**src/rtl/mod_counter_if.sv**
```systemverilog
// mod_counter_if
// ----------------------------------------------------------------------------
// Control and status bundle for one mod_counter digit. The clock and reset
// stay outside the bundle so several digits can share them directly.
//
// Signals (direction as seen by the counter, i.e. the slave modport):
//   Enable     in   count enable; tie high or drive from a lower CarryOut
//   Direction  in   0 = count up, 1 = count down
//   Hold       in   1 = freeze the count (Load still takes effect)
//   Load       in   synchronous parallel load strobe
//   LoadValue  in   value to load, clamped to MODULUS-1
//   Mode       in   0 = wrap, 1 = one-shot (stop at the terminal value)
//   A          out  current count
//   Overflow   out  registered one-cycle pulse after a wrap
//   CarryOut   out  combinational, high when the next edge wraps
//   Done       out  sticky one-shot terminal flag
// ----------------------------------------------------------------------------
interface mod_counter_if #(
  parameter int WIDTH = 4
);

  logic             Enable;
  logic             Direction;
  logic             Hold;
  logic             Load;
  logic [WIDTH-1:0] LoadValue;
  logic             Mode;
  logic [WIDTH-1:0] A;
  logic             Overflow;
  logic             CarryOut;
  logic             Done;

  // The side that controls the digit (a bench, a sequencer, a lower digit).
  modport master (
    output Enable,
    output Direction,
    output Hold,
    output Load,
    output LoadValue,
    output Mode,
    input  A,
    input  Overflow,
    input  CarryOut,
    input  Done
  );

  // The counter digit itself.
  modport slave (
    input  Enable,
    input  Direction,
    input  Hold,
    input  Load,
    input  LoadValue,
    input  Mode,
    output A,
    output Overflow,
    output CarryOut,
    output Done
  );

endinterface

```
**src/rtl/mod_counter.sv**
```systemverilog
// mod_counter
// ----------------------------------------------------------------------------
// Parametrised modulo-N up/down digit counter. Counts 0..MODULUS-1 in either
// direction with hold, synchronous parallel load and a wrap or one-shot mode.
// CarryOut is combinational so a chain of digits sharing one clock steps on
// the same edge the lower digit wraps. Overflow is a registered one-cycle
// pulse for consumers that expect the older fixed mod-6 digit behaviour.
//
// Parameters:
//   WIDTH        counter width in bits
//   MODULUS      count modulus, 2..2^WIDTH
//   RESET_VALUE  count after reset, below MODULUS
//
// Ports:
//   Clock        rising-edge clock
//   Reset        asynchronous, active-low reset
//   bus          mod_counter_if slave modport (controls in, count/status out)
// ----------------------------------------------------------------------------
module mod_counter #(
  parameter int WIDTH       = 4,
  parameter int MODULUS     = 6,
  parameter int RESET_VALUE = 5
) (
  input  logic         Clock,
  input  logic         Reset,
  mod_counter_if.slave bus
);

  // Largest legal count and reset value at the counter width.
  localparam logic [WIDTH-1:0] MaxCount   = WIDTH'(MODULUS - 1);
  localparam logic [WIDTH-1:0] ResetCount = WIDTH'(RESET_VALUE);

  // One extra bit so MODULUS = 2^WIDTH still compares correctly.
  localparam logic [WIDTH:0]   ModulusWide = (WIDTH + 1)'(MODULUS);

  logic [WIDTH-1:0] count_q;
  logic [WIDTH-1:0] count_d;
  logic             overflow_q;
  logic             overflow_d;
  logic             done_q;
  logic             done_d;

  logic [WIDTH-1:0] terminal;
  logic [WIDTH-1:0] loadClamped;
  logic [WIDTH-1:0] wrapTarget;
  logic [WIDTH-1:0] stepTarget;
  logic [WIDTH:0]   loadWide;
  logic             atTerminal;
  logic             stepEn;

  // Terminal value and wrap target both follow Direction combinationally,
  // so a direction change takes effect on the very next edge.
  always_comb begin
    terminal   = bus.Direction ? '0 : MaxCount;
    wrapTarget = bus.Direction ? MaxCount : '0;
    stepTarget = bus.Direction ? (count_q - WIDTH'(1)) : (count_q + WIDTH'(1));
    atTerminal = (count_q == terminal);
    stepEn     = bus.Enable & ~bus.Hold & ~bus.Load;
  end

  // Out-of-range load values saturate at the top count, so the register can
  // never hold an illegal value.
  always_comb begin
    loadWide = {1'b0, bus.LoadValue};
    if (loadWide >= ModulusWide) begin
      loadClamped = MaxCount;
    end else begin
      loadClamped = bus.LoadValue;
    end
  end

  // Next-state: Load beats Hold beats a step. Done is sticky only while in
  // one-shot mode; any edge with Mode=0 clears it.
  always_comb begin
    count_d    = count_q;
    overflow_d = 1'b0;
    done_d     = bus.Mode ? done_q : 1'b0;

    if (bus.Load) begin
      count_d = loadClamped;
      done_d  = 1'b0;
    end else if (stepEn) begin
      if (!atTerminal) begin
        count_d = stepTarget;
      end else if (!bus.Mode) begin
        count_d    = wrapTarget;
        overflow_d = 1'b1;
      end else begin
        done_d = 1'b1;
      end
    end
  end

  // State registers; reset discards the count and any pending Overflow.
  always_ff @(posedge Clock or negedge Reset) begin
    if (!Reset) begin
      count_q    <= ResetCount;
      overflow_q <= 1'b0;
      done_q     <= 1'b0;
    end else begin
      count_q    <= count_d;
      overflow_q <= overflow_d;
      done_q     <= done_d;
    end
  end

  // CarryOut is the wrap decision itself, so an upper digit enabled by it
  // steps on the same edge this digit wraps. No carry in one-shot mode.
  assign bus.CarryOut = stepEn & ~bus.Mode & atTerminal;
  assign bus.A        = count_q;
  assign bus.Overflow = overflow_q;
  assign bus.Done     = done_q;

endmodule
```
**src/flat_wrapper.sv**
```systemverilog
// flat-port wrapper written by rule: the top's interface ports become plain ports
module mod_counter_flat 
#(
  parameter int WIDTH       = 4,
  parameter int MODULUS     = 6,
  parameter int RESET_VALUE = 5
)
  (Clock, Reset, bus_Enable, bus_Direction, bus_Hold, bus_Load, bus_LoadValue, bus_Mode, bus_A, bus_Overflow, bus_CarryOut, bus_Done);
  mod_counter_if #(.WIDTH(WIDTH)) bus_i ();
  input  logic Clock;
  input  logic Reset;
  input wire logic [$bits(bus_i.Enable)-1:0] bus_Enable;
  input wire logic [$bits(bus_i.Direction)-1:0] bus_Direction;
  input wire logic [$bits(bus_i.Hold)-1:0] bus_Hold;
  input wire logic [$bits(bus_i.Load)-1:0] bus_Load;
  input wire logic [$bits(bus_i.LoadValue)-1:0] bus_LoadValue;
  input wire logic [$bits(bus_i.Mode)-1:0] bus_Mode;
  output wire logic [$bits(bus_i.A)-1:0] bus_A;
  output wire logic [$bits(bus_i.Overflow)-1:0] bus_Overflow;
  output wire logic [$bits(bus_i.CarryOut)-1:0] bus_CarryOut;
  output wire logic [$bits(bus_i.Done)-1:0] bus_Done;
  assign bus_i.Enable = bus_Enable;
  assign bus_i.Direction = bus_Direction;
  assign bus_i.Hold = bus_Hold;
  assign bus_i.Load = bus_Load;
  assign bus_i.LoadValue = bus_LoadValue;
  assign bus_i.Mode = bus_Mode;
  assign bus_A = bus_i.A;
  assign bus_Overflow = bus_i.Overflow;
  assign bus_CarryOut = bus_i.CarryOut;
  assign bus_Done = bus_i.Done;
  mod_counter #(.WIDTH(WIDTH), .MODULUS(MODULUS), .RESET_VALUE(RESET_VALUE)) u_core (.Clock(Clock), .Reset(Reset), .bus(bus_i));
endmodule
```
**config.mk**
```make
export PLATFORM = sky130hd
export DESIGN_NAME = mod_counter_flat
export DESIGN_NICKNAME = d
export VERILOG_FILES = /design/src/rtl/mod_counter_if.sv /design/src/rtl/mod_counter.sv /design/src/flat_wrapper.sv
export SDC_FILE = /design/constraint.sdc
export NUM_CORES = 1
export LEC_CHECK = 0
export ABC_AREA = 1
export BUFFER_PORTS_ARGS = -buffer_cell sky130_fd_sc_hd__buf_2
export CAP_MARGIN = 20
export CELL_PAD_IN_SITES_DETAIL_PLACEMENT = 1
export CELL_PAD_IN_SITES_GLOBAL_PLACEMENT = 1
export CORE_MARGIN = 2
export CORE_UTILIZATION = 28
export DETAILED_ROUTE_END_ITERATION = 16
export PLACE_DENSITY_LB_ADDON = 0.1
export SYNTH_ARGS = -nofsm -noshare
export SYNTH_HDL_FRONTEND = slang
export SYNTH_SLANG_ARGS = --single-unit
```
**constraint.sdc**
```tcl
create_clock -name Clock -period 1.3 [get_ports Clock]
set_clock_uncertainty 0.05 [all_clocks]
set_input_delay 0.26 -clock Clock [delete_from_list [all_inputs] [get_ports Clock]]
set_output_delay 0.26 -clock Clock [all_outputs]
set_load 0.02 [all_outputs]
```
Word level (Yosys, flattened, before mapping)

Index checks and enable logic that the tools add are counted.

Flip-flop bits (word level): 6
Input bits: 11
Output and inout port bits: 7
Logic and storage cells: 34

Add/subtract/negate cells: 2
Order comparisons: 1
Eq/ne operators: 2
Muxes and demuxes: 17
Bitwise gates (word level): 7
Reductions and logical operators: 2

Operators with widths:

| operator            | number |
|---|---|
| $mux 4              | 6 |
| $mux 1              | 9 |
| $mux 3              | 2 |
| $add 4x1->4 const B | 1 |
| $and 1x1->1         | 4 |
| $eq 4x4->1          | 1 |
| $ge 4x3->1 const B  | 1 |
| $sub 4x1->4 const B | 1 |
| $ne 3x3->1 const B  | 1 |
| $not 1->1           | 3 |
| $reduce_and 2->1    | 1 |
| $reduce_bool 2->1   | 1 |

Logic depth before layout (Yosys ltp)

Gate-level depths: netlist (run 1).

Depth in word-level cells: 5
Depth in mapped cells: 8
Gate-level depth less buffers: 8

Worst setup path after synthesis (run 1)

Ideal clock, no wire load.

Path kind: register to output
Start point: register u_core.count_q[2] (netlist: u_core.bus.A[2])
End point: output port bus_CarryOut
Arrival time: 1.587 ns
Required time: 0.990 ns
Path slack: -0.597 ns
Cell stages (with the launch flop): 6
Path buffers: 0
Path through: dfstp_2 > ha_1 > nand3b_1 > nor2_2 > nand2_1 > nor3_1

Word-level cells in the longest chain between the ends: 2

Ends and longest elaborated chain:

| item                   | RTL line           | text |
|---|---|---|
| from (decl)            | mod_counter.sv:36  | `logic [WIDTH-1:0] count_q;` |
| from (signal assigned) | mod_counter.sv:97  | `count_q <= ResetCount;` |
| from (signal assigned) | mod_counter.sv:101 | `count_q <= count_d;` |
| $eq 4x4->1             | mod_counter.sv:57  | `atTerminal = (count_q == terminal);` |
| $and 1x1->1            | mod_counter.sv:109 | `assign bus.CarryOut = stepEn & ~bus.Mode & atTerminal;` |
| to (decl)              | flat_wrapper.sv:20 | `output wire logic [$bits(bus_i.CarryOut)-1:0] bus_CarryOut;` |

Every way passes these cells.

Worst setup path in the final report (run 1)

Same ends and word-level chain as after synthesis.

==> key figures, run 1 <==
Outcome
  – Status: finished, violations left
  – Failing checks: setup timing

Final layout
  – Fin nets: 130
  – Ant. Diodes: 0
  – Fin cells: 132
  – Finished Core Util: 55.5%
  – Layout area overhead: 90.6%
  – Layout cells sized above 1: 58.3%

STA
  – Relative slew slack: 85.8%
  – Worst-margin pin slew: 0.212 ns
  – Final setup TNS: -2.38 ns
  – RSZ-0062 raised after global routing: true
  – Slew Viols, Final: 0
  – Min Hold Slack: 0.165 ns
  – Worst setup slack after layout: -0.551 ns
  – Hold violation count in the final report: 0
  – Fin crit period: 1.85 ns
  – Fin crit share: 142%
  – Final setup vio count: 9
  – Fmax: 540 MHz

Critical path
  – Worst setup path class: flip-flop to output port
  – Crit path max-delay cell type: dfstp_2
  – CP Launch Type: flip-flop
  – Max incr delay on CP: 0.56 ns
  – Worst-path cell chain: ha_4, nand3b_1, nor2_2, nand2_2, nor3_4, buf_6
  – Critical path data arrival time: 1.54 ns
  – Maximum fanout along the worst path: 2
  – Critical Path RT: 0.99 ns
  – Critical Path Sink Type: output port

Die
  – Die ar.: 2110 um^2
  – # IOs: 18
  – Die height: 45.9 um
  – Core footprint: 1690 um^2
  – Std-Cell Rows: 15
  – DIE WIDTH: 45.9 um
  – Initial Util: 29.1%

Detailed routing
  – Iter 0 DRT Violations: 4
  – Vias: 634
  – Final ANT Viol Nets: 0
  – Routed WL: 1.84 mm
  – WL per Instance: 14.0 um
  – Pre-Repair DR Iteration Count: 4
  – Vias per cell: 4.80
  – Remaining DRCs: 0

Synth
  – EDFF count, synth: 0
  – Most numerous cell in the Yosys netlist: nand2_1
  – Ranking of synthesized cells by area: dfrtp_1 20%, nand2_1 20%, dfstp_2 11%
  – Flops & latches, synth: 6
  – Net Count, Synth: 85
  – Synth Instances: 71
  – Cell variety after synth: 23
  – Post-synth ARST share: 100%
  – Avg Cell Area, Syn: 6.93 um^2
  – Register area share after synthesis: 31.0%
  – Post-Syn Area: 492 um^2
  – Top cell type's share of synthesized area: 20.4%
  – Synth area leader: dfrtp_1
  – Syn. warnings: 0
  – Primary FF master, synth: dfrtp_1
  – Top cells by count, synth: 26 x nand2_1, 7 x inv_1, 7 x nor2_1

Global routing
  – Gr usage total: 18.5%
  – First-pass GRT wire length: 2.75 mm
  – Initial antenna violation count: 0
  – Vias in the first global route: 641
  – Largest net degree at the start of global routing: 7
  – Grt total ovfl: 0

Placement
  – Post-Place Cells: 120
  – GPL Wtd Cong: 0.774
  – Post-DP HPWL: 1.27 mm
  – IO Port Bufs: 17

Clock network
  – Worst-Skew Late Latency: 0.25 ns
  – CTS tree: yes
  – Root Buffer: clkbuf_4
  – Num CTS Buffers: 3
  – Maximum root-to-sink buffer count: 2
  – H-tree depth: 1
  – Clock transition at path regs: 0.06 ns
  – Clock sink count: 6

Hold path
  – Worst Hold Class: primary input to flip-flop

Flow run
  – Max-Cap Viols: 0

Power
  – Max VDD drop: 0.000713 V
  – Leakage dissipation: 0.000491 uW
  – PwrDens: 1520 nW/um^2
through the flow:
step                      total power, uW  instance area, um^2  worst slack, ns
after global placement                869                  738           -0.322
after CTS                            1280                  865           -0.557
final                                1430                  937           -0.551
after global routing                 1540                  937           -0.614
after floorplan                       622                  519           -0.351
after detailed placement              884                  738           -0.357
report_power, final:
| group | switching (uW) | internal (uW) |
|---|---|---|
| logic | 453 | 486 |
| clock network | 93.1 | 118 |
| registers | 35.7 | 239 |
| total | 582 | 843 |
registers in the layout, summed over array words and instances (netlist names):
signal / cells
u_core.bus.A: 4
u_core.bus.Done: 1
u_core.bus.Overflow: 1
cell families (layout without fill, tap and decap cells):
group / Yosys count / in the layout / share of synthesized area (%)
XOR/XNOR: 1 / 1 / 1.78
AO/OA/AOI/OAI: 6 / 6 / 7.89
flip-flops: 6 / 6 / 31.0
AND/OR/NAND/NOR: 46 / 46 / 43.3
adder cells (fa/ha/maj): 3 / 3 / 9.16
buffers and inverters: 9 / 53 / 6.87
timing repair:
item / 4_1_cts / 5_1_grt
hold buffers: 1 / 0
resized for setup: 17 / 13
endpoints found under the hold margin: 6 / 0
setup endpoints to repair: 9 / 10
setup buffers: 3 / 5
pin swaps: 10 / 10
path summary, 6_finish.rpt:
kind | startpoint | endpoint | slack (ns) | cells past startpoint
min in group asynchronous | Reset | u_core.bus.Overflow | 0.33 | 2
min reg2reg | u_core.bus.Done | u_core.bus.Done | 0.48 | 2
max in group asynchronous | Reset | u_core.bus.A[2] | 0.65 | 2
max reg2reg | u_core.bus.A[2] | u_core.bus.A[2] | -0.33 | 10
max | u_core.bus.A[2] | bus_CarryOut | -0.55 | 6
min | bus_Mode | u_core.bus.Overflow | 0.17 | 2
metal layers:
layer | up-vias | track usage, % | part of all wire (%)
met4 | 0 | 10.3 | 0
met1 | 307 | 22.7 | 42
met5 | - | 0 | 0
li1 | 312 | - | -
met2 | 15 | 32.5 | 54
met3 | 0 | 0 | 3.3
area by class of cell:
type	instances	area (um^2)
fill	215	752
timing repair buffer	40	308
sequential	6	154
clock buffer	4	26.3
multi-input combinational	56	392
inverter	9	36.3
tap	17	21.3
worst max-delay path, delay by kind of cell, from the launching register on:
family                   cells  cell delay [ns]
flip-flops                   1             0.56
AND/OR/NAND/NOR              4             0.44
buffers and inverters        1             0.14
adder cells (fa/ha/maj)      1             0.13
cells in the final DEF, fill, tap and decap left out:
cell type / count
a21boi_2: 1
inv_1: 7
ha_1: 1
nor2_1: 6
nand4_1: 1
buf_4: 16
o21ai_2: 1
nand2_1: 22
nand2_2: 4
nor2_4: 1
dfrtp_1: 3
dfstp_2: 2
clkbuf_4: 3
nand2_4: 2
nand3_1: 1
nand3_2: 2
buf_2: 13
clkbuf_1: 1
dlygate4sd3_1: 1
a21oi_1: 1
xor2_1: 1
a22oi_1: 1
nor3_4: 1
a21oi_4: 1
ha_4: 1
inv_4: 1
nand3b_1: 1
fa_2: 1
o21ai_1: 1
inv_2: 1
nor2_2: 2
buf_6: 10
nor3_2: 2
nand3_4: 1
dfrtp_2: 1
Power figures use the tool's default switching activity.
==> run 2: changes to the inputs <==
--- a/config.mk
+++ b/config.mk
@@ -14,6 +14,7 @@
 export CORE_UTILIZATION = 28
 export DETAILED_ROUTE_END_ITERATION = 16
 export PLACE_DENSITY_LB_ADDON = 0.1
+export REMOVE_ABC_BUFFERS = 1
 export SYNTH_ARGS = -nofsm -noshare
 export SYNTH_HDL_FRONTEND = slang
 export SYNTH_SLANG_ARGS = --single-unit
==> run 2 against run 1 <==
Net effect:
- the flow still finishes with violations (setup timing)
- critical endpoint unchanged
- combinational power is 12% lower
- global-route usage is 1.1 points lower
- clock-buffer cell count stayed put
==> key figures, run 2 (synthesized netlist as in run 1, its figures left out) <==
Detailed routing
  – Vias: 606
  – Final ANT Viol Nets: 0
  – Vias per cell: 4.73
  – Routed WL: 1.59 mm
  – Remaining DRCs: 0
  – Pre-Repair DR Iteration Count: 2
  – Iter 0 DRT Violations: 6
  – WL per Instance: 12.5 um

Clock network
  – Clock transition at path regs: 0.06 ns
  – Num CTS Buffers: 3
  – H-tree depth: 1
  – CTS tree: yes
  – Maximum root-to-sink buffer count: 2
  – Root Buffer: clkbuf_4
  – Clock sink count: 6
  – Worst-Skew Late Latency: 0.26 ns

STA
  – Worst setup slack after layout: -0.521 ns
  – Fin crit period: 1.82 ns
  – Relative slew slack: 86.7%
  – Hold violation count in the final report: 0
  – Worst-margin pin slew: 0.200 ns
  – RSZ-0062 raised after global routing: true
  – Fmax: 549 MHz
  – Slew Viols, Final: 0
  – Fin crit share: 140%
  – Final setup vio count: 10

Final layout
  – Finished Core Util: 51.4%
  – Layout area overhead: 76.6%
  – Fin nets: 126
  – Commonest non-fill, non-tap cell in the layout: nand2_1
  – Ant. Diodes: 0
  – Layout cells sized above 1: 55.0%
  – Leading cell types in the layout, fill and taps excluded: 22 x nand2_1, 16 x buf_4, 14 x buf_2
  – Filler cells: 218
  – Max reg flops: 4

Global routing
  – Vias in the first global route: 625
  – Initial antenna violation count: 0
  – Grt total ovfl: 0
  – Gr usage total: 17.4%
  – First-pass GRT wire length: 2.57 mm
  – Largest net degree at the start of global routing: 7

Die
  – Core footprint: 1690 um^2
  – Die height: 45.9 um
  – DIE WIDTH: 45.9 um
  – # IOs: 18
  – Initial Util: 29.1%
  – Die ar.: 2110 um^2
  – Std-Cell Rows: 15

Power
  – Sequential power share: 20.9%
  – Clk pwr share: 15.6%
  – Leakage dissipation: 0.000460 uW
  – Comb power frac: 63.5%
  – Max VDD drop: 0.000758 V
  – Switching Fraction: 40.9%
  – PwrDens: 1500 nW/um^2
  – Net switching power: 534 uW
  – Total power: 1300 uW
  – Internal power: 770 uW

Critical path
  – Critical path data arrival time: 1.51 ns
  – Worst reg2reg setup slack: -0.31 ns
  – Critical Path Sink Type: output port
  – R2R depth: 10
  – RR Startpoint: u_core.bus.A[2]
  – Maximum fanout along the worst path: 2
  – FF-to-FF End: u_core.bus.A[2]
  – Critical Path RT: 0.99 ns
  – CP Launch Type: flip-flop
  – Worst setup path class: flip-flop to output port

Outcome
  – Failing checks: setup timing
  – Status: finished, violations left

Hold path
  – Worst hold path depth: 2
  – Hold endpoint: u_core.bus.Overflow
  – Worst Hold Class: primary input to flip-flop
  – HP Start: bus_Mode

Flow run
  – Max-Cap Viols: 0

Placement
  – Post-DP HPWL: 1.24 mm
  – IO Port Bufs: 17
  – GPL Wtd Cong: 0.766
  – Pre-CTS setup slack: -0.355 ns
-- run 2: cell count changes in the layout (fill, tap and decap cells not counted) --
cell,delta
dfrtp_1,+1
buf_2,+1
buf_6,-5
nand3_1,+2
nand3_4,-1
nor3_2,+1
nor2_4,+1
dfrtp_2,-1
nor3_4,-1
nor2_1,-1
nand3_2,-1
-- run 2: area by class of cell --
cell class | instances | area (um^2) | share of cell area, %
sequential | 6 | 153 | 17.6
tap | 17 | 21.3 | 2.45
clock buffer | 4 | 26.3 | 3.03
inverter | 9 | 36.3 | 4.18
multi-input combinational | 56 | 375 | 43.2
timing repair buffer | 36 | 256 | 29.5
-- run 2: worst max-delay path by stage --
stage                          from            to  cells after the start
floorplan           u_core.bus.A[2]  bus_CarryOut                      5
global placement      bus_Direction  bus_CarryOut                      7
detailed placement  u_core.bus.A[2]  bus_CarryOut                      6
CTS                 u_core.bus.A[2]  bus_CarryOut                      6
global route        u_core.bus.A[2]  bus_CarryOut                      6
finish              u_core.bus.A[2]  bus_CarryOut                      6
-- run 2: timing repair --
action / CTS / global route
setup endpoints to repair: 9 / 10
endpoints found under the hold margin: 4 / 0
pin swaps: 8 / 10
buffers inserted: 5 / 3
hold buffers: 1 / 0
gates resized for setup: 16 / 12
-- run 2: per-stage QoR --
step	std cells	TNS (ns)	hold slack (ns)	instance area, um^2
finish	128	-2.26	0.153	868
global route	128	-2.97	0.154	868
CTS	128	-1.85	0.143	833
detailed placement	119	-1.38	0.0512	703
global placement	119	-1.20	0.0528	703
floorplan	71	-1.25	-0.0856	492
-- run 2: worst max-delay path: stages, from the launching register on --
cell,delay (ns)
dfstp_2,0.55
ha_4,0.14
nand3b_1,0.11
nor2_2,0.13
nand2_2,0.07
nor3_2,0.11
buf_4,0.16
-- run 2: layer usage --
layer	share of wire, %	GRT usage [%]	vias up
met5	0	0	-
met4	0.50	5.14	0
met3	3.3	2.38	2
met2	55	34.7	14
met1	41	18.2	284
li1	-	-	306
-- run 2: power groups by stage --
| stage | sequential [uW] | combinational [uW] | clock (uW) |
|---|---|---|---|
| after floorplan | 331 | 268 | 0 |
| after global placement | 267 | 615 | 0 |
| after detailed placement | 268 | 631 | 0 |
| after CTS | 274 | 808 | 208 |
| after global routing | 278 | 913 | 220 |
| final | 273 | 828 | 203 |
